<file path="config.mk">
export PLATFORM = sky130hd
export DESIGN_NAME = apb_arbiter_flat
export DESIGN_NICKNAME = d
export VERILOG_FILES = /design/src/rtl/apb_arbiter_if.sv /design/src/rtl/apb_arbiter.sv /design/src/flat_wrapper.sv
export SDC_FILE = /design/constraint.sdc
export NUM_CORES = 1
export LEC_CHECK = 0
export CAP_MARGIN = 20
export CORE_MARGIN = 2
export CORE_UTILIZATION = 37
export DETAILED_ROUTE_END_ITERATION = 8
export HOLD_SLACK_MARGIN = 0.03
export PLACE_DENSITY = 0.76
export SLEW_MARGIN = 30
export SYNTH_ARGS = -nofsm -noshare
export SYNTH_HDL_FRONTEND = slang
export SYNTH_SLANG_ARGS = --single-unit
</file>
<file path="constraint.sdc">
create_clock -name clk -period 5.1 [get_ports clk]
set_input_delay 1.53 -clock clk [delete_from_list [all_inputs] [get_ports clk]]
set_output_delay 1.53 -clock clk [all_outputs]
set_load 0.01 [all_outputs]
</file>
<file path="src/rtl/apb_arbiter_if.sv">
// Bundles the two requester ports and the APB requester-side bus of the arbiter.
// The arbiter connects through "slave"; the requesters and completer connect through "master".
interface apb_arbiter_if;
    logic        m0_req;
    logic        m1_req;
    logic [31:0] m0_addr;
    logic [31:0] m1_addr;
    logic [31:0] m0_wdata;
    logic [31:0] m1_wdata;
    logic        m0_write;
    logic        m1_write;
    logic        m0_done;
    logic        m1_done;
    logic [31:0] rdata;
    logic        err;
    logic [31:0] paddr;
    logic [31:0] pwdata;
    logic        pwrite;
    logic        psel;
    logic        penable;
    logic        pready;
    logic [31:0] prdata;

    modport slave (
        input  m0_req, m1_req, m0_addr, m1_addr, m0_wdata, m1_wdata, m0_write, m1_write,
        output m0_done, m1_done, rdata, err,
        output paddr, pwdata, pwrite, psel, penable,
        input  pready, prdata
    );

    modport master (
        output m0_req, m1_req, m0_addr, m1_addr, m0_wdata, m1_wdata, m0_write, m1_write,
        input  m0_done, m1_done, rdata, err,
        input  paddr, pwdata, pwrite, psel, penable,
        output pready, prdata
    );
endinterface

</file>
<file path="src/rtl/apb_arbiter.sv">
// Two-requester round-robin arbiter in front of a single APB completer.
// One transfer at a time; a completer that stalls TIMEOUT cycles is aborted with err.
module apb_arbiter #(
    parameter int unsigned TIMEOUT = 16
) (
    input  logic          clk,
    input  logic          rst,
    apb_arbiter_if.slave  bus
);

    typedef enum logic [1:0] {IDLE, SETUP, ACCESS, DONE} state_e;

    localparam logic [7:0] WAIT_LIMIT = 8'(TIMEOUT - 1);

    state_e      state_q, state_d;
    logic        grant_q, grant_d;
    logic        lastServed_q, lastServed_d;
    logic [7:0]  waitCnt_q, waitCnt_d;
    logic [31:0] paddr_q, paddr_d;
    logic [31:0] pwdata_q, pwdata_d;
    logic        pwrite_q, pwrite_d;
    logic        psel_q, psel_d;
    logic        penable_q, penable_d;
    logic        m0Done_q, m0Done_d;
    logic        m1Done_q, m1Done_d;
    logic        err_q, err_d;
    logic [31:0] rdata_q, rdata_d;
    logic        pick;

    always_ff @(posedge clk or posedge rst) begin
        if (rst) begin
            state_q      <= IDLE;
            grant_q      <= 1'b0;
            lastServed_q <= 1'b1;
            waitCnt_q    <= 8'd0;
            paddr_q      <= 32'd0;
            pwdata_q     <= 32'd0;
            pwrite_q     <= 1'b0;
            psel_q       <= 1'b0;
            penable_q    <= 1'b0;
            m0Done_q     <= 1'b0;
            m1Done_q     <= 1'b0;
            err_q        <= 1'b0;
            rdata_q      <= 32'd0;
        end else begin
            state_q      <= state_d;
            grant_q      <= grant_d;
            lastServed_q <= lastServed_d;
            waitCnt_q    <= waitCnt_d;
            paddr_q      <= paddr_d;
            pwdata_q     <= pwdata_d;
            pwrite_q     <= pwrite_d;
            psel_q       <= psel_d;
            penable_q    <= penable_d;
            m0Done_q     <= m0Done_d;
            m1Done_q     <= m1Done_d;
            err_q        <= err_d;
            rdata_q      <= rdata_d;
        end
    end

    always_comb begin
        state_d      = state_q;
        grant_d      = grant_q;
        lastServed_d = lastServed_q;
        waitCnt_d    = waitCnt_q;
        paddr_d      = paddr_q;
        pwdata_d     = pwdata_q;
        pwrite_d     = pwrite_q;
        psel_d       = psel_q;
        penable_d    = penable_q;
        m0Done_d     = 1'b0;
        m1Done_d     = 1'b0;
        err_d        = 1'b0;
        rdata_d      = rdata_q;
        pick         = 1'b0;

        case (state_q)
            IDLE: begin
                psel_d    = 1'b0;
                penable_d = 1'b0;
                // On a tie the requester that was not served last wins.
                if (bus.m0_req && bus.m1_req) begin
                    pick = ~lastServed_q;
                end else begin
                    pick = bus.m1_req;
                end
                if (bus.m0_req || bus.m1_req) begin
                    grant_d  = pick;
                    paddr_d  = pick ? bus.m1_addr  : bus.m0_addr;
                    pwdata_d = pick ? bus.m1_wdata : bus.m0_wdata;
                    pwrite_d = pick ? bus.m1_write : bus.m0_write;
                    psel_d   = 1'b1;
                    state_d  = SETUP;
                end
            end
            SETUP: begin
                penable_d = 1'b1;
                waitCnt_d = 8'd0;
                state_d   = ACCESS;
            end
            ACCESS: begin
                // pready wins over an expiring wait count.
                if (bus.pready) begin
                    psel_d    = 1'b0;
                    penable_d = 1'b0;
                    m0Done_d  = ~grant_q;
                    m1Done_d  = grant_q;
                    if (!pwrite_q) begin
                        rdata_d = bus.prdata;
                    end
                    state_d = DONE;
                end else if (waitCnt_q == WAIT_LIMIT) begin
                    psel_d    = 1'b0;
                    penable_d = 1'b0;
                    m0Done_d  = ~grant_q;
                    m1Done_d  = grant_q;
                    err_d     = 1'b1;
                    state_d   = DONE;
                end else begin
                    waitCnt_d = waitCnt_q + 8'd1;
                end
            end
            DONE: begin
                lastServed_d = grant_q;
                state_d      = IDLE;
            end
            default: begin
                state_d = IDLE;
            end
        endcase
    end

    assign bus.paddr   = paddr_q;
    assign bus.pwdata  = pwdata_q;
    assign bus.pwrite  = pwrite_q;
    assign bus.psel    = psel_q;
    assign bus.penable = penable_q;
    assign bus.m0_done = m0Done_q;
    assign bus.m1_done = m1Done_q;
    assign bus.err     = err_q;
    assign bus.rdata   = rdata_q;

endmodule

</file>
<file path="src/flat_wrapper.sv">
// flat-port wrapper written by rule: the top's interface ports become plain ports
module apb_arbiter_flat 
#(
    parameter int unsigned TIMEOUT = 16
)
  (clk, rst, bus_m0_req, bus_m1_req, bus_m0_addr, bus_m1_addr, bus_m0_wdata, bus_m1_wdata, bus_m0_write, bus_m1_write, bus_m0_done, bus_m1_done, bus_rdata, bus_err, bus_paddr, bus_pwdata, bus_pwrite, bus_psel, bus_penable, bus_pready, bus_prdata);
  apb_arbiter_if bus_i ();
  input  logic clk;
  input  logic rst;
  input wire logic [$bits(bus_i.m0_req)-1:0] bus_m0_req;
  input wire logic [$bits(bus_i.m1_req)-1:0] bus_m1_req;
  input wire logic [$bits(bus_i.m0_addr)-1:0] bus_m0_addr;
  input wire logic [$bits(bus_i.m1_addr)-1:0] bus_m1_addr;
  input wire logic [$bits(bus_i.m0_wdata)-1:0] bus_m0_wdata;
  input wire logic [$bits(bus_i.m1_wdata)-1:0] bus_m1_wdata;
  input wire logic [$bits(bus_i.m0_write)-1:0] bus_m0_write;
  input wire logic [$bits(bus_i.m1_write)-1:0] bus_m1_write;
  output wire logic [$bits(bus_i.m0_done)-1:0] bus_m0_done;
  output wire logic [$bits(bus_i.m1_done)-1:0] bus_m1_done;
  output wire logic [$bits(bus_i.rdata)-1:0] bus_rdata;
  output wire logic [$bits(bus_i.err)-1:0] bus_err;
  output wire logic [$bits(bus_i.paddr)-1:0] bus_paddr;
  output wire logic [$bits(bus_i.pwdata)-1:0] bus_pwdata;
  output wire logic [$bits(bus_i.pwrite)-1:0] bus_pwrite;
  output wire logic [$bits(bus_i.psel)-1:0] bus_psel;
  output wire logic [$bits(bus_i.penable)-1:0] bus_penable;
  input wire logic [$bits(bus_i.pready)-1:0] bus_pready;
  input wire logic [$bits(bus_i.prdata)-1:0] bus_prdata;
  assign bus_i.m0_req = bus_m0_req;
  assign bus_i.m1_req = bus_m1_req;
  assign bus_i.m0_addr = bus_m0_addr;
  assign bus_i.m1_addr = bus_m1_addr;
  assign bus_i.m0_wdata = bus_m0_wdata;
  assign bus_i.m1_wdata = bus_m1_wdata;
  assign bus_i.m0_write = bus_m0_write;
  assign bus_i.m1_write = bus_m1_write;
  assign bus_m0_done = bus_i.m0_done;
  assign bus_m1_done = bus_i.m1_done;
  assign bus_rdata = bus_i.rdata;
  assign bus_err = bus_i.err;
  assign bus_paddr = bus_i.paddr;
  assign bus_pwdata = bus_i.pwdata;
  assign bus_pwrite = bus_i.pwrite;
  assign bus_psel = bus_i.psel;
  assign bus_penable = bus_i.penable;
  assign bus_i.pready = bus_pready;
  assign bus_i.prdata = bus_prdata;
  apb_arbiter #(.TIMEOUT(TIMEOUT)) u_core (.clk(clk), .rst(rst), .bus(bus_i));
endmodule
</file>
==> run summary <==
Post-synth top area cell - dfrtp_1
Clock insertion delay at the later pin of the skew report - 0.40 ns
Most numerous cell in the Yosys netlist - dfrtp_1
CTS-repair resized insts - 0
Vias - 4425
Worst-path cell chain - clkdlybuf4s50_1 -> a21boi_4 -> buf_12 -> mux2i_1 -> o21ai_0
FF-to-FF End - u_core.waitCnt_q[7]
Worst-path clk slew - 0.06 ns
Util after Layout - 0.627
Post-CTS Hold Fix Bufs - 0
CTS buffer count - 17
Status - finished clean
Final Hold Viols - 0
All-layer global routing usage - 0.197
Synthesis-to-finish area growth - 66.1%
Total power draw - 4.84 mW
Synth Cell Area - 0.00522 mm2
Initial antenna violation count - 0
Hold Path Origin - u_core.bus.paddr[21]
Setup violators final - 0
N_diodes - 0
Skew final - 0.00906 ns
Vias in the first global route - 4651
Slew @ Worst Pin - 0.711 ns
Worst vdd ir - 0.000220 V
Avg Inst Size Synth - 11.5 um2
Row cnt - 43
Worst path max stage delay - 0.54 ns
DIE AREA - 0.0151 mm2
Maxcap violations - 0
Clock Sink Count - 114
Chip Height - 123 um
# DRC - 0
Die width - 123 um
RR Startpoint - u_core.state_q[0]
Sw Share - 0.317
Number of DRC markers in iteration 0 - 138
Post-synth top area share - 0.542
WHS Endpoint - u_core.bus.paddr[21]
Largest net degree at the start of global routing - 68
CTS Buffer Depth - 2
Quantity of I/O buffers inserted on ports - 268
Cells after DPL - 877
R2r worst-path depth - 5
Worst setup SP type - input port
CP Max Fanout - 63
Sequential power share - 0.327
Global route total overflow - 0
EDFF count, synth - 0
Register-to-register setup slack - 2.84 ns
Total I/O pin count - 269
Post-CTS Setup Bufs - 0
FMAX - 339 MHz
Finished Layout Cells - 909
Main synth FF type - dfrtp_1
Slew headroom - 0.526
Core box area - 0.0138 mm2
Pint - 3.30 mW
Final ANT Viol Nets - 0
Hold Crit Depth - 2
Final RePlAce weighted congestion - 0.821
Syn Inst Count - 455
Count of cell types in the netlist - 47
Layout cell share with drive strength beyond 1 - 0.110
Async S/R FF share, synth - 1.00
Critical Path Sink Type - register
Pwr Density - 558 mW/mm2
H-tree levels - 4
P_leak - 3.73 nW
Starting Density - 0.377
First-pass GRT wire length - 22700 um
Synth warnings - 0
Hold Path Class - register to register
Logic pwr share - 0.423
Synth area leaders - dfrtp_1 (54%), mux2i_1 (13%), mux2_2 (7.1%)
CP Class - input port to register
Sw Pwr - 1.53 mW
Routed length per instance - 16.0 um
CTS tree - done
Synth Net Count - 628
#FFs+latches synth - 114
Max Transition Viols Final - 0
Final Net Count - 889
Unrepaired setup endpoints after global routing - false
Clock group share of total power - 0.250
HPWL Detailed - 10900 um
Tcrit/Tclk final - 0.578
Final Critical Period - 2.95 ns
Required @ worst endpoint - 5.38 ns
First drt pass iteration count - 4
Arr. time, crit path - 3.23 ns
CTS Root Cell - clkbuf_16
Setup TNS Final - 0 ns
Vias per inst - 4.87
Sequential fraction of the synthesis area - 0.547
Post-synth top cells - dfrtp_1 (113), nand2_1 (70), o21ai_0 (70)
Total Wirelength - 14600 um
CP max stage cell - clkdlybuf4s50_1
==> worst max-delay path by stage <==
stage	cells past startpoint	slack, ns	end	startpoint
6_report	5	2.15	u_core.bus.paddr[8]	bus_m1_req
5_1_grt	5	2.08	u_core.bus.paddr[11]	bus_m1_req
4_1_cts	1	2.17	bus_pwdata[2]	u_core.bus.pwdata[2]
3_5_place_dp	5	1.74	u_core.bus.paddr[24]	bus_m1_req
3_3_place_gp	5	1.80	u_core.bus.pwdata[28]	bus_m1_req
2_1_floorplan	1	0.56	u_core.bus.err	rst
==> metrics by stage <==
step	setup slack [ns]	hold slack, ns	cell area [um2]
global route	2.08	0.508	8670
global placement	1.80	0.462	8050
finish	2.15	0.478	8670
detailed placement	1.74	0.470	8050
floorplan	0.556	0.440	5220
CTS	2.17	0.482	8670
==> logic make-up (layout without fill, tap and decap cells) <==
kind of cell / after synthesis / after routing / synth area share
AOI/OAI and AO/OA: 97 / 97 / 0.106
adders and majority gates: 6 / 6 / 0.0144
buffers and inverters: 37 / 311 / 0.0393
DFF: 114 / 114 / 0.547
muxes: 99 / 99 / 0.198
and+or+nand+nor: 102 / 102 / 0.0950
==> sequential cells by signal, indices dropped and copies added (netlist names) <==
register,count
u_core.bus.pwrite,1
u_core.waitCnt_q,8
u_core.bus.pwdata,32
u_core.bus.rdata,32
u_core.bus.m0_done,1
u_core.bus.err,1
u_core.bus.psel,1
u_core.bus.m1_done,1
u_core.grant_q,1
u_core.lastServed_q,1
u_core.bus.paddr,32
u_core.bus.penable,1
u_core.state_q,2
==> cell usage in the layout (no fill, tap or decap), drive strengths merged, types with 2 or more instances in the layout <==
master / Yosys / final
a211oi: 2 / 2
a21oi: 5 / 5
a31oi: 4 / 4
and3: 4 / 4
buf: 21 / 5
bufinv: 0 / 3
clkbuf: 10 / 23
clkdlybuf4s50: 0 / 268
clkinv: 0 / 3
clkinvlp: 0 / 3
dfrtp: 113 / 113
ha: 6 / 6
inv: 6 / 6
mux2: 33 / 33
mux2i: 66 / 66
nand2: 70 / 70
nand2b: 3 / 3
nand3: 2 / 2
nand3b: 3 / 3
nand4: 2 / 2
nand4b: 4 / 4
nor3: 3 / 3
o211ai: 2 / 2
o21ai: 71 / 71
or2: 3 / 3
or4: 2 / 2
==> power by group through the flow <==
stage	Combinational (mW)	Clock [mW]	Sequential, mW
final	2.05	1.21	1.58
after global routing	2.24	1.29	1.63
after CTS	2.08	1.24	1.58
after detailed placement	2.07	0	1.59
after global placement	2.03	0	1.56
after floorplan	0.784	0	1.73
==> worst max-delay path, delay by kind of cell <==
| family | cells | cell delay (ns) |
|---|---|---|
| compound gates | 2 | 0.42 |
| buf+inv | 2 | 0.91 |
| mux | 1 | 0.26 |
==> layer usage <==
layer  routed length (um)  part of all wire  vias to the layer above  GRT usage
met5                    0                 0                        -          0
met4                  333             0.023                        0     0.0833
met3                 1260             0.087                       26     0.0734
met2                 7570              0.52                      192      0.345
met1                 5400              0.37                     2069      0.212
li1                     -                 -                     2138          -
==> layout make-up <==
class	instances	area, um2
fill	1099	5160
sequential	114	2850
timing repair buffer	273	2770
multi-input combinational	304	2180
clock buffer	23	488
tap	180	225
clock inverter	9	128
inverter	6	25.0
No activity file was read; power rests on OpenSTA's default activity.
